### src/rtl/cpu_step_ctrl_pkg.sv
// Shared encodings and defaults for the CPU step/run advance controller.
package cpu_step_ctrl_pkg;

  typedef enum logic [1:0] {
    ST_STEP = 2'd0,
    ST_RUN  = 2'd1,
    ST_HALT = 2'd2
  } state_e;

  localparam int unsigned DefDivCount       = 100000000;
  localparam int unsigned DefDebounceCycles = 1000000;
  localparam int unsigned DefCntW           = 16;

  // Counter width able to hold 0..n-1, never narrower than one bit.
  function automatic int unsigned cnt_width(input int unsigned n);
    return (n > 1) ? $clog2(n) : 1;
  endfunction

endpackage

### src/rtl/cpu_step_ctrl_sync_debounce.sv
// Two-flop synchronizer followed by a hold-time debouncer producing a clean level.
module cpu_step_ctrl_sync_debounce
  import cpu_step_ctrl_pkg::*;
#(
  parameter int unsigned DEBOUNCE_CYCLES = DefDebounceCycles
) (
  input  logic clk_i,
  input  logic rst_i,
  input  logic d_i,
  output logic level_o
);

  localparam int unsigned     CntW   = cnt_width(DEBOUNCE_CYCLES);
  localparam logic [CntW-1:0] CntMax = CntW'(DEBOUNCE_CYCLES - 1);

  logic            meta_q, sync_q;
  logic            level_q, level_d;
  logic [CntW-1:0] cnt_q, cnt_d;

  always_ff @(posedge clk_i or posedge rst_i) begin
    if (rst_i) begin
      meta_q  <= 1'b0;
      sync_q  <= 1'b0;
      level_q <= 1'b0;
      cnt_q   <= '0;
    end else begin
      meta_q  <= d_i;
      sync_q  <= meta_q;
      level_q <= level_d;
      cnt_q   <= cnt_d;
    end
  end

  // Any return to the accepted level restarts the hold window.
  always_comb begin
    level_d = level_q;
    cnt_d   = '0;
    if (sync_q != level_q) begin
      if (cnt_q == CntMax) begin
        level_d = sync_q;
      end else begin
        cnt_d = cnt_q + CntW'(1);
      end
    end
  end

  assign level_o = level_q;

endmodule

### src/rtl/cpu_step_ctrl.sv
// CPU advance-enable generator: free-run divider or debounced single-step, with halt.
module cpu_step_ctrl
  import cpu_step_ctrl_pkg::*;
#(
  parameter int unsigned DIV_COUNT       = DefDivCount,
  parameter int unsigned DEBOUNCE_CYCLES = DefDebounceCycles,
  parameter int unsigned CNT_W           = DefCntW
) (
  input  logic             CLK,
  input  logic             CLR,
  input  logic             button,
  input  logic             run_sw,
  input  logic             halt_req,
  output logic             cpu_tick,
  output logic             running,
  output logic             halted,
  output logic             btn_level,
  output logic [CNT_W-1:0] tick_count
);

  localparam int unsigned     DivW   = cnt_width(DIV_COUNT);
  localparam logic [DivW-1:0] DivMax = DivW'(DIV_COUNT - 1);

  state_e           state_q, state_d;
  logic [DivW-1:0]  div_q, div_d;
  logic [CNT_W-1:0] cnt_q, cnt_d;
  logic             tick_q, tick_d;
  logic             running_q, halted_q;
  logic             run_meta_q, run_sync_q;
  logic             lvl_prev_q, press_q;
  logic             btn_lvl;

  cpu_step_ctrl_sync_debounce #(
    .DEBOUNCE_CYCLES(DEBOUNCE_CYCLES)
  ) u_btn_debounce (
    .clk_i  (CLK),
    .rst_i  (CLR),
    .d_i    (button),
    .level_o(btn_lvl)
  );

  always_ff @(posedge CLK or posedge CLR) begin
    if (CLR) begin
      state_q    <= ST_STEP;
      div_q      <= '0;
      cnt_q      <= '0;
      tick_q     <= 1'b0;
      running_q  <= 1'b0;
      halted_q   <= 1'b0;
      run_meta_q <= 1'b0;
      run_sync_q <= 1'b0;
      lvl_prev_q <= 1'b0;
      press_q    <= 1'b0;
    end else begin
      state_q    <= state_d;
      div_q      <= div_d;
      cnt_q      <= cnt_d;
      tick_q     <= tick_d;
      running_q  <= (state_d == ST_RUN);
      halted_q   <= (state_d == ST_HALT);
      run_meta_q <= run_sw;
      run_sync_q <= run_meta_q;
      lvl_prev_q <= btn_lvl;
      press_q    <= btn_lvl & ~lvl_prev_q;
    end
  end

  // Halt beats mode change, mode change beats any tick source.
  always_comb begin
    state_d = state_q;
    div_d   = div_q;
    tick_d  = 1'b0;
    unique case (state_q)
      ST_STEP: begin
        if (halt_req) begin
          state_d = ST_HALT;
          div_d   = '0;
        end else if (run_sync_q) begin
          state_d = ST_RUN;
          div_d   = '0;
        end else begin
          tick_d = press_q;
        end
      end
      ST_RUN: begin
        if (halt_req) begin
          state_d = ST_HALT;
          div_d   = '0;
        end else if (!run_sync_q) begin
          state_d = ST_STEP;
          div_d   = '0;
        end else if (div_q == DivMax) begin
          div_d  = '0;
          tick_d = 1'b1;
        end else begin
          div_d = div_q + DivW'(1);
        end
      end
      ST_HALT: begin
        div_d = '0;
        if (press_q && !halt_req) begin
          state_d = ST_STEP;
        end
      end
      default: begin
        state_d = ST_STEP;
        div_d   = '0;
      end
    endcase
  end

  always_comb begin
    cnt_d = cnt_q;
    if (tick_q) begin
      cnt_d = cnt_q + CNT_W'(1);
    end
  end

  assign cpu_tick   = tick_q;
  assign running    = running_q;
  assign halted     = halted_q;
  assign btn_level  = btn_lvl;
  assign tick_count = cnt_q;

endmodule

### config.mk
export PLATFORM = sky130hd
export DESIGN_NAME = cpu_step_ctrl
export DESIGN_NICKNAME = d
export VERILOG_FILES = /design/src/rtl/cpu_step_ctrl_pkg.sv /design/src/rtl/cpu_step_ctrl_sync_debounce.sv /design/src/rtl/cpu_step_ctrl.sv
export SDC_FILE = /design/constraint.sdc
export NUM_CORES = 1
export LEC_CHECK = 0
export BUFFER_PORTS_ARGS = -buffer_cell sky130_fd_sc_hd__buf_4
export CAP_MARGIN = 25
export CELL_PAD_IN_SITES_DETAIL_PLACEMENT = 0
export CELL_PAD_IN_SITES_GLOBAL_PLACEMENT = 1
export CORE_MARGIN = 5
export CORE_UTILIZATION = 44
export CTS_BUF_LIST = sky130_fd_sc_hd__clkbuf_4 sky130_fd_sc_hd__clkbuf_8
export DETAILED_ROUTE_END_ITERATION = 16
export PLACE_DENSITY = 0.78
export SYNTH_ARGS = -nofsm -noshare
export SYNTH_HDL_FRONTEND = slang
export SYNTH_SLANG_ARGS = --single-unit
### constraint.sdc
create_clock -name CLK -period 2.4 [get_ports CLK]
set_input_delay 0.36 -clock CLK [delete_from_list [all_inputs] [get_ports CLK]]
set_output_delay 0.36 -clock CLK [all_outputs]
set_load 0.1 [all_outputs]
* After elaboration in Yosys (flattened, before gate mapping)
Index checks and enable logic that the tools add are counted.
** Word-level totals
- Bits in registers :: 75
- Bits of input ports :: 5
- Logic and storage cells :: 51
** Cells by class
- Add/sub/neg operators :: 3
- Eq/ne operators :: 8
- Multiplexer cells :: 20
- Bitwise logic cells :: 2
- Reductions and logical operators :: 4
** Operators by type and width (count)
- $mux W27 :: 5
- $pmux W27 S2 :: 1
- $mux W20 :: 2
- $add A27 B1 Y27 const B :: 1
- $eq A27 B27 Y1 const B :: 1
- $add A20 B1 Y20 const B :: 1
- $eq A20 B20 Y1 const B :: 1
- $add A16 B1 Y16 const B :: 1
- $mux W2 :: 5
- $pmux W2 S3 :: 1
- $mux W1 :: 5
- $eq A2 B1 Y1 const B :: 2
- $eq A2 B2 Y1 const B :: 2
- $ne A3 B3 Y1 const B :: 1
- $logic_not A2 Y1 :: 1
- $pmux W1 S2 :: 1
- $reduce_and A2 Y1 :: 1
- $and A1 B1 Y1 :: 1
- $logic_and A1 B1 Y1 :: 1
- $logic_not A1 Y1 :: 1
- $ne A1 B1 Y1 :: 1
- $not A1 Y1 :: 1

* Longest topological paths before layout
- Depth in word-level cells :: 5
- Gate-level depth with buffers :: 8

* Hierarchy
From an unflattened synthesis, not the netlist that was laid out.
** Unflattened totals
- Cell total of the unflattened synthesis :: 367
- Area, all modules :: 3662.3 um^2
** Modules (own cells, without submodules)
- cpu_step_ctrl :: instances 1, cells an instance 260, area an instance 2543.7 um^2, sequential area each 1301.2 um^2
- cpu_step_ctrl_sync_debounce :: instances 1, cells an instance 107, area an instance 1118.6 um^2, sequential area each 575.6 um^2

* Worst setup path before layout
Ideal clock, no wire load.
- Path kind :: reg2reg
- Start :: register cnt_q[0] (netlist: tick_count[0])
- End :: register cnt_q[14] (netlist: tick_count[14])
- Arrival time :: 2.156 ns
- Setup slack :: 0.085 ns
- Stages on the path, launching flop included :: 7
- Buffers on the path :: 0
- Clock period less this slack :: 2.315 ns
- Cell sequence :: dfrtp_1 -> ha_1 -> nand4_1 -> nor2_1 -> and4_1 -> nand4_1 -> xnor2_1
** On the way
- Cells in the longest elaborated chain, start to end :: 1
** RTL lines
- start: declaration :: RTL line cpu_step_ctrl.sv:26 : logic [CNT_W-1:0] cnt_q, cnt_d;
- start signal: assignment :: RTL line cpu_step_ctrl.sv:57 : cnt_q <= cnt_d;
- $add A16 B1 Y16 :: RTL line cpu_step_ctrl.sv:115 : cnt_d = cnt_q + CNT_W'(1);
No other way between the ends.
A chain may end at the register's enable or synchronous reset.

* Worst setup path after layout
- Start :: register div_q[12]
- End :: register div_q[11]
** On the way
- Cells in the longest elaborated chain, start to end :: 5
** RTL lines
- start: declaration :: RTL line cpu_step_ctrl.sv:25 : logic [DivW-1:0] div_q, div_d;
- start signal: assignment :: RTL line cpu_step_ctrl.sv:56 : div_q <= div_d;
- $eq A27 B27 Y1 :: RTL line cpu_step_ctrl.sv:92 : end else if (div_q == DivMax) begin
- $mux W27 :: RTL line cpu_step_ctrl.sv:92
- $mux W27 :: RTL line cpu_step_ctrl.sv:89 : end else if (!run_sync_q) begin
- $mux W27 :: RTL line cpu_step_ctrl.sv:86 : if (halt_req) begin
- $pmux W27 S2 :: RTL line cpu_step_ctrl.sv:73 : unique case (state_q)
No other way between the ends.

==> run_results.csv <==
group,metric,value,unit
cts,clk_pin_slew,0.09,ns
floorplanning,die_area,10100,um^2
critical_path,max_stage_delay,0.57,ns
placement,hpwlAfterDp,4.82,mm
grt,gr-usage-all-layers,15.7,%
critical_path,critPathRequiredTime,2.64,ns
critical_path,r2r_slack,0.18,ns
layout,area_delta_synth_final,15.0,%
drt,routed_wl,7.11,mm
drt,drt_iter0_markers,145,
cts,clock_tree.root_cell,"clkbuf_8",
critical_path,rr_startpoint,"div_q[12]$_DFFE_PP0P_",
timing,setup-tns-final,0,ns
critical_path,crit_type,"reg -> reg",
layout,stdcell_area,4140,um^2
yosys,synth_edf_count,0,
layout,antenna_cells,0,
placement,place_area,3940,um^2
drt,wl_met3,313,um
cts,clock_sinks,75,
grt,grt_max_degree,76,
placement,place.gp.congestion,0.804,
outcome,outcome,"complete, no violations",
floorplanning,start_util,44.5,%
critical_path,cp_top_family,"simple AND/OR/NAND/NOR gates",
layout,fin_nets,398,
cts,cts.htree.levels,3,
cts,cts_setup_buffers,0,
placement,io_buffers,24,
critical_path,crit_chain,"or4b_4 -> nor4_4 -> buf_4 -> a31o_4 -> o21ai_2 -> a22o_1",
yosys,synth-seq-area-share,52.1,%
pwr,ir_drop,232,uV
timing,rsz0062_at_grt,"false",
drt,drc_errors,0,
timing,fmax,450,MHz
pwr,fin_total_pwr,0.00234,W
critical_path,cp_slowest_cell,"or4b_4",
cts,cts_resized,0,
timing,skew,0.00953,ns
flow_run,max-cap-violations,0,
grt,grt_pass1_vias,2643,
yosys,ys_types,43,
floorplanning,die_y,101,um
pwr,p_leak,1.77,nW
cts,tritoncts,"built",
min_path,min_path_type,"in -> async",
drt,met2_length,3.19,mm
yosys,async_flop_share,100,%
timing,setup-violations-final,0,
drt,via_per_inst,5.42,
cts,numCtsBuffers,9,
cts,clock_latency,0.36,ns
yosys,avgSynthCellArea,10.1,um^2
drt,top_layer_used,"met4",
layout,final_core_util,51.2,%
floorplanning,die_x,101,um
critical_path,cp_max_fo,12,
yosys,synthTopCellsByArea,"dfrtp_1, xnor2_1, nand3_1",
yosys,synth_seq_cells,75,
floorplanning,coreArea,8090,um^2
yosys,syn_area,3600,um^2
drt,wl_per_cell,14.2,um
yosys,yosys_warnings,0,
grt,grt_antenna_before_repair,0,
grt,grt_overflow,0,
critical_path,cp.buffers_inverters,1,
critical_path,cp-end-kind,"register",
critical_path,crit_arrival,2.47,ns
yosys,syn_inst,358,
timing,period_share,92.6,%
floorplanning,rows,33,
grt,grt_pass1_wl,12.8,mm
timing,worstMarginPinSlew,0.636,ns
critical_path,cp-start-kind,"register",
yosys,synth_area_leader_cell,"dfrtp_1",
yosys,yosysTopAreaCellShare,52.1,%
drt,first_pass_iters,4,
layout,fillers,771,
layout,drive_gt1_share,14.9,%
drt,postRouteAntennaNets,0,
cts,holdBufCountCts,0,
critical_path,worst_r2r_endpoint,"div_q[11]$_DFFE_PP0P_",
pwr,power_density,565,nW/um^2
drt,met1Wirelength,3.50,mm
critical_path,r2r_cells,6,
timing,timing_hold_violations_final,0,
floorplanning,boundaryPins,25,
timing,slew_headroom,57.6,%
yosys,synth_nets,366,
timing,slew_viol_final,0,
cts,cts_buffer_depth,2,
drt,num_vias,2712,
timing,fin_crit,2.22,ns
yosys,ys.flop_type,"dfrtp_1",
==> placed cells by master (no fill, tap or decap), types with 3 or more instances in the layout <==
cell type	Yosys	routed
a21o_1	6	6
a21oi_1	13	13
a31oi_1	14	14
and3_1	5	5
and4_1	6	6
buf_4	1	30
clkbuf_8	0	9
dfrtp_1	75	75
ha_1	3	3
inv_1	10	9
nand2_1	35	35
nand2b_1	4	4
nand3_1	27	27
nand4_1	16	16
nor2_1	35	35
nor2b_1	4	4
nor3_1	9	9
nor3b_1	4	4
nor4_1	6	5
o21ai_0	10	10
or3_1	3	3
or4_1	5	5
xnor2_1	23	23
xor2_1	12	12
==> kinds of logic (layout without fill, tap and decap cells) <==
logic type | after synthesis | in the layout | share of synthesized area, %
AND/OR/NAND/NOR | 165 | 165 | 24.1
adder cells (fa/ha/maj) | 3 | 3 | 1.04
flip-flops | 75 | 75 | 52.1
AO/OA/AOI/OAI | 56 | 56 | 10.5
XOR/XNOR | 35 | 35 | 8.50
buffers and inverters | 21 | 58 | 2.95
multiplexers | 3 | 3 | 0.902
==> worst register-to-register path: stages (launching register included) <==
cell and delay [ns]:
dfrtp_1 0.45, or4b_4 0.57, nor4_4 0.35, buf_4 0.17, a31o_4 0.23, o21ai_2 0.08
a22o_1 0.25
==> state kept, by name (all words and copies together) (netlist names) <==
register,count
running,1
cpu_tick,1
u_btn_debounce.level_o,1
run_sync_q,1
u_btn_debounce.meta_q,1
press_q,1
run_meta_q,1
u_btn_debounce.cnt_q,20
u_btn_debounce.sync_q,1
state_q,2
tick_count,16
halted,1
div_q,27
lvl_prev_q,1
==> power breakdown <==
group	internal [W]	switching (W)
registers	0.00127	0.00000812
logic	0.0000159	0.0000424
clock network	0.000504	0.000498
total	0.00179	0.000548
==> cells in the mapped netlist, types with 2 or more instances <==
cell,count
dfrtp_1,75
nand2_1,35
nor2_1,35
nand3_1,27
xnor2_1,23
nand4_1,16
a31oi_1,14
a21oi_1,13
xor2_1,12
inv_1,10
o21ai_0,10
nor3_1,9
a21o_1,6
and4_1,6
clkbuf_1,6
nor4_1,6
and3_1,5
or4_1,5
nand2b_1,4
nor2b_1,4
nor3b_1,4
buf_6,3
ha_1,3
or3_1,3
a22o_1,2
a41oi_1,2
mux2_2,2
o211ai_1,2
o31a_1,2
==> metal layers <==
layer / global-route usage, % / up-vias
li1: - / 1349
met5: 0 / -
met1: 22.4 / 1310
met3: 3.88 / 12
met2: 23.7 / 41
met4: 4.97 / 0
==> through the flow <==
step | hold WS [ns] | worst slack [ns] | cells
6_report | 0.0952 | 0.179 | 500
5_1_grt | 0.0933 | 0.0823 | 500
3_5_place_dp | 0.337 | 0.182 | 484
3_3_place_gp | 0.334 | 0.232 | 484
2_1_floorplan | 0.331 | 0.0852 | 358
4_1_cts | 0.0981 | 0.150 | 500
==> final cells by class <==
type	count	area (um^2)	share of cell area, %
well taps	105	131	3.17
multi-input cells	262	1630	39.3
repair buffers	32	265	6.40
clock inverters	6	73.8	1.78
inverters	10	37.5	0.906
flip-flops and latches	75	1880	45.3
clock buffers	10	131	3.17
==> how the worst max path moves through the flow <==
stage	cells after the start	slack (ns)	endpoint	start
finish	6	0.18	div_q[11]$_DFFE_PP0P_	div_q[12]$_DFFE_PP0P_
global route	6	0.08	div_q[11]$_DFFE_PP0P_	div_q[12]$_DFFE_PP0P_
CTS	6	0.15	div_q[11]$_DFFE_PP0P_	div_q[12]$_DFFE_PP0P_
detailed placement	6	0.18	div_q[11]$_DFFE_PP0P_	div_q[12]$_DFFE_PP0P_
global placement	6	0.23	div_q[11]$_DFFE_PP0P_	div_q[12]$_DFFE_PP0P_
floorplan	6	0.09	tick_count[14]$_DFFE_PP0P_	tick_count[0]$_DFFE_PP0P_
Power figures use the tool's default switching activity.
